File: config.mk
export PLATFORM = sky130hd
export DESIGN_NAME = decode_64b67b_sync
export DESIGN_NICKNAME = d
export VERILOG_FILES = /design/src/rtl/decode_64b67b_sync.sv
export SDC_FILE = /design/constraint.sdc
export NUM_CORES = 1
export LEC_CHECK = 0
export CORE_MARGIN = 4
export CORE_UTILIZATION = 50
export CTS_CLUSTER_SIZE = 28
export DETAILED_ROUTE_END_ITERATION = 12
export GPL_ROUTABILITY_DRIVEN = 0
export PLACE_DENSITY = 0.75
export SLEW_MARGIN = 40
export SYNTH_ARGS = -nofsm -noshare
export SYNTH_HDL_FRONTEND = slang
export SYNTH_SLANG_ARGS = --single-unit
File: constraint.sdc
create_clock -name USER_CLK -period 6.8 [get_ports USER_CLK]
set_input_delay 1.36 -clock USER_CLK [delete_from_list [all_inputs] [get_ports USER_CLK]]
set_output_delay 1.36 -clock USER_CLK [all_outputs]
set_load 0.01 [all_outputs]
File: src/rtl/decode_64b67b_sync.sv
// decode_64b67b_sync
//   64B/67B receive block-sync decoder for an Interlaken lane. Finds the
//   word boundary by sliding a W-bit window across two consecutive input
//   words, locks after LOCK_CNT consecutive legal sync headers, drops lock
//   when ERR_MAX bad headers land inside one ERR_WIN-word window, strips the
//   inversion bit and keeps a saturating bad-header statistic.
//
// Ports
//   USER_CLK        in   sole clock, rising edge
//   SYSTEM_RESET_N  in   asynchronous active-low reset
//   PASSTHROUGH     in   holds the sync FSM in its reset condition
//   DATA_IN         in   W-bit raw gearbox word, bit W-1 received first
//   DATA_IN_VALID   in   qualifies DATA_IN
//   DATA_OUT        out  payload with the inversion bit removed
//   HEADER_OUT      out  aligned sync header
//   DATA_OUT_VALID  out  DATA_OUT/HEADER_OUT carry a new locked word
//   HDR_ERR         out  one-cycle pulse for an illegal header (00/11)
//   LOCKED          out  word lock achieved
//   CANDIDATE       out  current bit-slip offset
//   ERR_COUNT       out  saturating count of bad headers while locked
//   ERR_COUNT_CLR   in   synchronous clear of ERR_COUNT
`timescale 1ns/1ps
module decode_64b67b_sync #(
   parameter int DATA_W    = 64,
   parameter int LOCK_CNT  = 64,
   parameter int ERR_WIN   = 64,
   parameter int ERR_MAX   = 16,
   parameter int ERR_CNT_W = 16
) (
   input  logic                         USER_CLK,
   input  logic                         SYSTEM_RESET_N,
   input  logic                         PASSTHROUGH,
   input  logic [DATA_W+2:0]            DATA_IN,
   input  logic                         DATA_IN_VALID,
   output logic [DATA_W-1:0]            DATA_OUT,
   output logic [1:0]                   HEADER_OUT,
   output logic                         DATA_OUT_VALID,
   output logic                         HDR_ERR,
   output logic                         LOCKED,
   output logic [$clog2(DATA_W+3)-1:0]  CANDIDATE,
   output logic [ERR_CNT_W-1:0]         ERR_COUNT,
   input  logic                         ERR_COUNT_CLR
);

   localparam int W  = DATA_W + 3;
   localparam int CW = $clog2(W);
   localparam int GW = $clog2(LOCK_CNT);
   localparam int WW = $clog2(ERR_WIN);
   localparam int EW = $clog2(ERR_MAX + 1);

   localparam logic [CW-1:0] CAND_LAST = CW'(W - 1);
   localparam logic [GW-1:0] GOOD_LAST = GW'(LOCK_CNT - 1);
   localparam logic [WW-1:0] WIN_LAST  = WW'(ERR_WIN - 1);
   localparam logic [EW-1:0] ERR_LIMIT = EW'(ERR_MAX);

   localparam logic [0:0] ST_SYNCING = 1'b0;
   localparam logic [0:0] ST_LOCKED  = 1'b1;

   logic [W-1:0]   rx_r;
   logic [2*W-1:0] common;
   logic           v1;
   logic [0:0]     state;
   logic [GW-1:0]  good_ctr;
   logic [WW-1:0]  win_ctr;
   logic [EW-1:0]  err_ctr;

   logic [W-1:0]   aligned;
   logic           hdr_bad;
   logic [CW-1:0]  cand_next;
   logic [EW-1:0]  err_next;
   logic           cnt_inc;

   assign LOCKED = (state == ST_LOCKED);

   // Older word sits in the upper half of common, so a larger offset reaches
   // further back into the previous word.
   always_comb begin
      aligned   = common[CANDIDATE +: W];
      hdr_bad   = (aligned[W-2] == aligned[W-3]);
      cand_next = (CANDIDATE == CAND_LAST) ? '0 : CANDIDATE + CW'(1);
      err_next  = err_ctr + EW'(hdr_bad);
      cnt_inc   = v1 & LOCKED & hdr_bad;
   end

   // Stage 1: two-word capture
   always_ff @(posedge USER_CLK or negedge SYSTEM_RESET_N) begin
      if (!SYSTEM_RESET_N) begin
         rx_r   <= '0;
         common <= '0;
         v1     <= 1'b0;
      end else begin
         v1 <= DATA_IN_VALID;
         if (DATA_IN_VALID) begin
            rx_r   <= DATA_IN;
            common <= {rx_r, DATA_IN};
         end
      end
   end

   // Stage 2: aligned word output
   always_ff @(posedge USER_CLK or negedge SYSTEM_RESET_N) begin
      if (!SYSTEM_RESET_N) begin
         DATA_OUT       <= '0;
         HEADER_OUT     <= '0;
         HDR_ERR        <= 1'b0;
         DATA_OUT_VALID <= 1'b0;
      end else begin
         DATA_OUT_VALID <= v1 & LOCKED;
         if (v1) begin
            HEADER_OUT <= aligned[W-2:W-3];
            DATA_OUT   <= aligned[DATA_W-1:0] ^ {DATA_W{aligned[W-1]}};
            HDR_ERR    <= hdr_bad;
         end else begin
            HDR_ERR    <= 1'b0;
         end
      end
   end

   // Sync FSM
   always_ff @(posedge USER_CLK or negedge SYSTEM_RESET_N) begin
      if (!SYSTEM_RESET_N) begin
         state     <= ST_SYNCING;
         CANDIDATE <= '0;
         good_ctr  <= '0;
         win_ctr   <= '0;
         err_ctr   <= '0;
      end else if (PASSTHROUGH) begin
         state     <= ST_SYNCING;
         CANDIDATE <= '0;
         good_ctr  <= '0;
         win_ctr   <= '0;
         err_ctr   <= '0;
      end else if (v1) begin
         if (state == ST_SYNCING) begin
            if (!hdr_bad) begin
               if (good_ctr == GOOD_LAST) begin
                  state    <= ST_LOCKED;
                  good_ctr <= '0;
                  win_ctr  <= '0;
                  err_ctr  <= '0;
               end else begin
                  good_ctr <= good_ctr + GW'(1);
               end
            end else begin
               good_ctr  <= '0;
               CANDIDATE <= cand_next;
            end
         end else begin
            // Loss of lock wins over the window wrap on the same word.
            if (hdr_bad && (err_next == ERR_LIMIT)) begin
               state     <= ST_SYNCING;
               CANDIDATE <= cand_next;
               good_ctr  <= '0;
               win_ctr   <= '0;
               err_ctr   <= '0;
            end else if (win_ctr == WIN_LAST) begin
               win_ctr <= '0;
               err_ctr <= '0;
            end else begin
               win_ctr <= win_ctr + WW'(1);
               err_ctr <= err_next;
            end
         end
      end
   end

   // Bad-header statistic; a clear coinciding with an error leaves 1.
   always_ff @(posedge USER_CLK or negedge SYSTEM_RESET_N) begin
      if (!SYSTEM_RESET_N) begin
         ERR_COUNT <= '0;
      end else if (ERR_COUNT_CLR) begin
         ERR_COUNT <= cnt_inc ? ERR_CNT_W'(1) : '0;
      end else if (cnt_inc && !(&ERR_COUNT)) begin
         ERR_COUNT <= ERR_COUNT + ERR_CNT_W'(1);
      end
   end

endmodule

==> summary.md <==
| Metric | Value |
|---|---|
| # hold bufs at CTS | `0` |
| Crit. End Element | `register` |
| Pin count of the biggest net entering global routing | `~130` |
| Final Max Slew Viols | `0` |
| Max_cap viols | `0` |
| CTS Buffer Depth | `3` |
| Crit path max-delay cell type | `dfrtp_4` |
| GRT Util Overall | `27.8%` |
| Die X | `207 um` |
| RSZ-0062 raised after global routing | `false` |
| Clk root buf | `clkbuf_16` |
| Final hold violation count | `0` |
| Setup Skew | `0.0136 ns` |
| Psw | `between 0.004 and 0.005 W` |
| FP Rows | `72` |
| Layout Nets | `1,849` |
| CTS buffer count | `27` |
| Crit path cell chain | `buf_12 > mux4_2 > mux4_2 > mux2_2 > nand3_1 > and2_1 > nand2_1 > ha_1 > ha_1 > nor3_1 > a31oi_1 > or3_1 > nor4bb_1 > nor4_2 > buf_4 > or4b_1 > o211ai_1` |
| Number of setup buffers added after CTS | `0` |
| Clock power frac | `a little over an eighth` |
| EDFF count, synth | `0` |
| Clock tree sinks | `approximately 240` |
| Number of vias in the routed layout | `about 16,000` |
| Synth area leaders | `dfrtp_1 31%, mux4_2 24%, mux2_2 16%` |
| DP HPWL | `roughly 44 mm` |
| Starting Density | `between 50 and 60%` |
| Combinational power share | `between 60% and 70%` |
| CP max stage delay | `between 0.6 and 0.7 ns` |
| HP Class | `reg -> reg` |
| Core ar. | `approximately 39,000 um2` |
| CTS tree | `built` |
| Peak Freq | `roughly 0.18 GHz` |
| Async set-reset flop share out of synthesis | `between 90% and 100%` |
| Max VDD drop | `roughly 340 uV` |
| Drt total wl | `~60 mm` |
| Synth Instances | `1,706` |
| Top fanout value on the critical path | `35` |
| Clk_lat worst skew | `0.56 ns` |
| Synth Net Count | `1,785` |
| Fin crit period | `approximately 5.5 ns` |
| DRT iter0 DRCs | `2,067` |
| DR WL/cell | `about 26 um` |
| Syn Std Cell Area | `19,700 um2` |
| DRC violations left | `0` |
| Layout cell share with drive strength beyond 1 | `a little under a third` |
| CP Data Arrival Time | `~6 ns` |
| Post-synthesis register bit count | `244` |
| Design area | `22,500 um2` |
| Antenna diodes | `0` |
| IO buf count | `163` |
| Worst Tran Pin Value | `a little over 0.8 ns` |
| Required time of the critical path | `7.27 ns` |
| Final Cycle Share | `approximately four fifths` |
| Synth warn | `0` |
| Most used flip-flop cell after synthesis | `dfrtp_1` |
| Vias in the first global route | `around 15,000` |
| Reg power frac | `20.2%` |
| Top cell type's share of synthesized area | `30.9%` |
| Status | `finished clean` |
| DP Area | `21,600 um2` |
| Worst-path clk slew | `0.06 ns` |
| Post_cts resized | `0` |
| 1st-pass router iterations | `6` |
| WS Path Type | `reg -> reg` |
| Top-count cell post-synth | `mux2_2` |
| Die height | `just over 200 um` |
| Setup violators final | `0` |
| GRT overflow | `0` |
| Dominant cell type by area after synthesis | `dfrtp_1` |
| Sw frac | `approximately 44%` |
| Antenna violations before repair | `0` |
| First-pass GRT wire length | `approximately 93 mm` |
| Top-Level Pins | `about 160` |
| Setup_tns | `0 ns` |
| Max_slew headroom | `between 40% and 50%` |
| Number of H-tree levels | `1` |
| Synth cell types | `67` |
| Syn avg cell area | `around 12 um2` |
| Crit start category | `register` |
| PD cells | `between 400 and 500 nW/um2` |
| Sequential share of the synthesized area | `a little over 30%` |
| Die area | `42,700 um2` |
| Layout area overhead | `13.8%` |
| Pleak | `8.93 nW` |
| Hold WS | `around 0.49 ns` |
| Antenna Nets Post-Route | `0` |
| Most instantiated cells after synthesis | `273 x mux2_2, 244 x dfrtp_1, 207 x mux4_2, 125 x nand2_1, 123 x nor2_1` |
| Internal power | `roughly 0.006 W` |
| Vias per Instance | `between 6 and 7` |
## power groups by stage
stage               combinational, W  sequential (W)  clock [W]
floorplan                    0.00481         0.00210          0
global placement             0.00660         0.00219          0
detailed placement           0.00675         0.00218          0
CTS                          0.00682         0.00216    0.00144
global route                 0.00742         0.00218    0.00150
finish                       0.00706         0.00214    0.00142
## metal layers
metal | part of all wire (%) | GRT usage (%)
met1 | 39 | 40.2
met2 | 43 | 40.4
met3 | 13 | 7.37
met4 | 4.7 | 11.1
met5 | 0 | 0
## flip-flops by register name (all words and copies together), names as in the netlist
signal / count
HDR_ERR: 1
DATA_OUT: 64
win_ctr: 6
common: 68
DATA_OUT_VALID: 1
HEADER_OUT: 2
rx_r: 66
v1: 1
ERR_COUNT: 16
LOCKED: 1
good_ctr: 6
err_ctr: 5
CANDIDATE: 7
## layout make-up
cell class                      instances  area (um2)
Multi-Input combinational cell       1281       12800
Clock inverter                         10         111
Tap cell                              518         648
Fill cell                            3181       16400
Inverter                               25         103
Clock buffer                           33         718
Timing Repair Buffer                  191        1960
Sequential cell                       244        6120
## final timing paths
check / startpoint / endpoint / slack [ns] / cells past startpoint
worst max-delay path: CANDIDATE[0] / good_ctr[4] / 1.29 / 17
worst min-delay path: HEADER_OUT[1] / HEADER_OUT[1] / 0.49 / 1
worst max register to register: CANDIDATE[0] / good_ctr[4] / 1.29 / 17
worst min register to register: HEADER_OUT[1] / HEADER_OUT[1] / 0.49 / 1
max in group asynchronous: SYSTEM_RESET_N / CANDIDATE[0] / 4.91 / 3
min in group asynchronous: SYSTEM_RESET_N / DATA_OUT[17] / 0.77 / 2
## placed cells by master (no fill, tap or decap), types with 7 or more instances in the layout
cell type / count
mux2_2: 273
dfrtp_1: 239
mux4_2: 207
clkdlybuf4s50_1: 161
nand2_1: 125
nor2_1: 123
mux2i_1: 118
a21oi_1: 101
xnor2_1: 40
o21ai_0: 29
o21ai_1: 28
clkbuf_16: 27
xor2_1: 23
nand3_1: 22
inv_1: 21
buf_4: 17
o22ai_1: 16
a31oi_1: 14
nand2b_1: 13
and2_1: 11
mux2_1: 10
or3_1: 10
a21o_1: 8
o31ai_1: 8
nor3_1: 7
and3_1: 7
ha_1: 7
## critical path, delay by kind of cell, from the launching register on
family          cells  cell delay [ns]
compound gates      2             0.17
fa+ha+maj           2             0.51
buf+inv             2             0.49
flops               1             0.68
mux                 3             1.47
simple gates        8             2.09
## cells by family (layout without fill, tap and decap cells)
logic type	Yosys count	after routing	synth area share (%)
simple gates	344	344	7.70
fa+ha+maj	7	7	0.444
compound gates	259	259	8.01
xor+xnor	63	63	2.80
buf+inv	181	259	4.35
flops	244	244	30.9
mux	608	608	45.8
## through the flow
stage	worst slack, ns	std cells	utilization (%)	power [W]
finish	1.29	2302	57.8	0.0106
global route	0.900	2302	57.8	0.0111
CTS	1.26	2300	57.7	0.0104
detailed placement	1.28	2257	55.5	0.00893
global placement	1.28	2254	55.3	0.00879
floorplan	2.13	1706	-	0.00691
(Power assumes the default switching activity.)
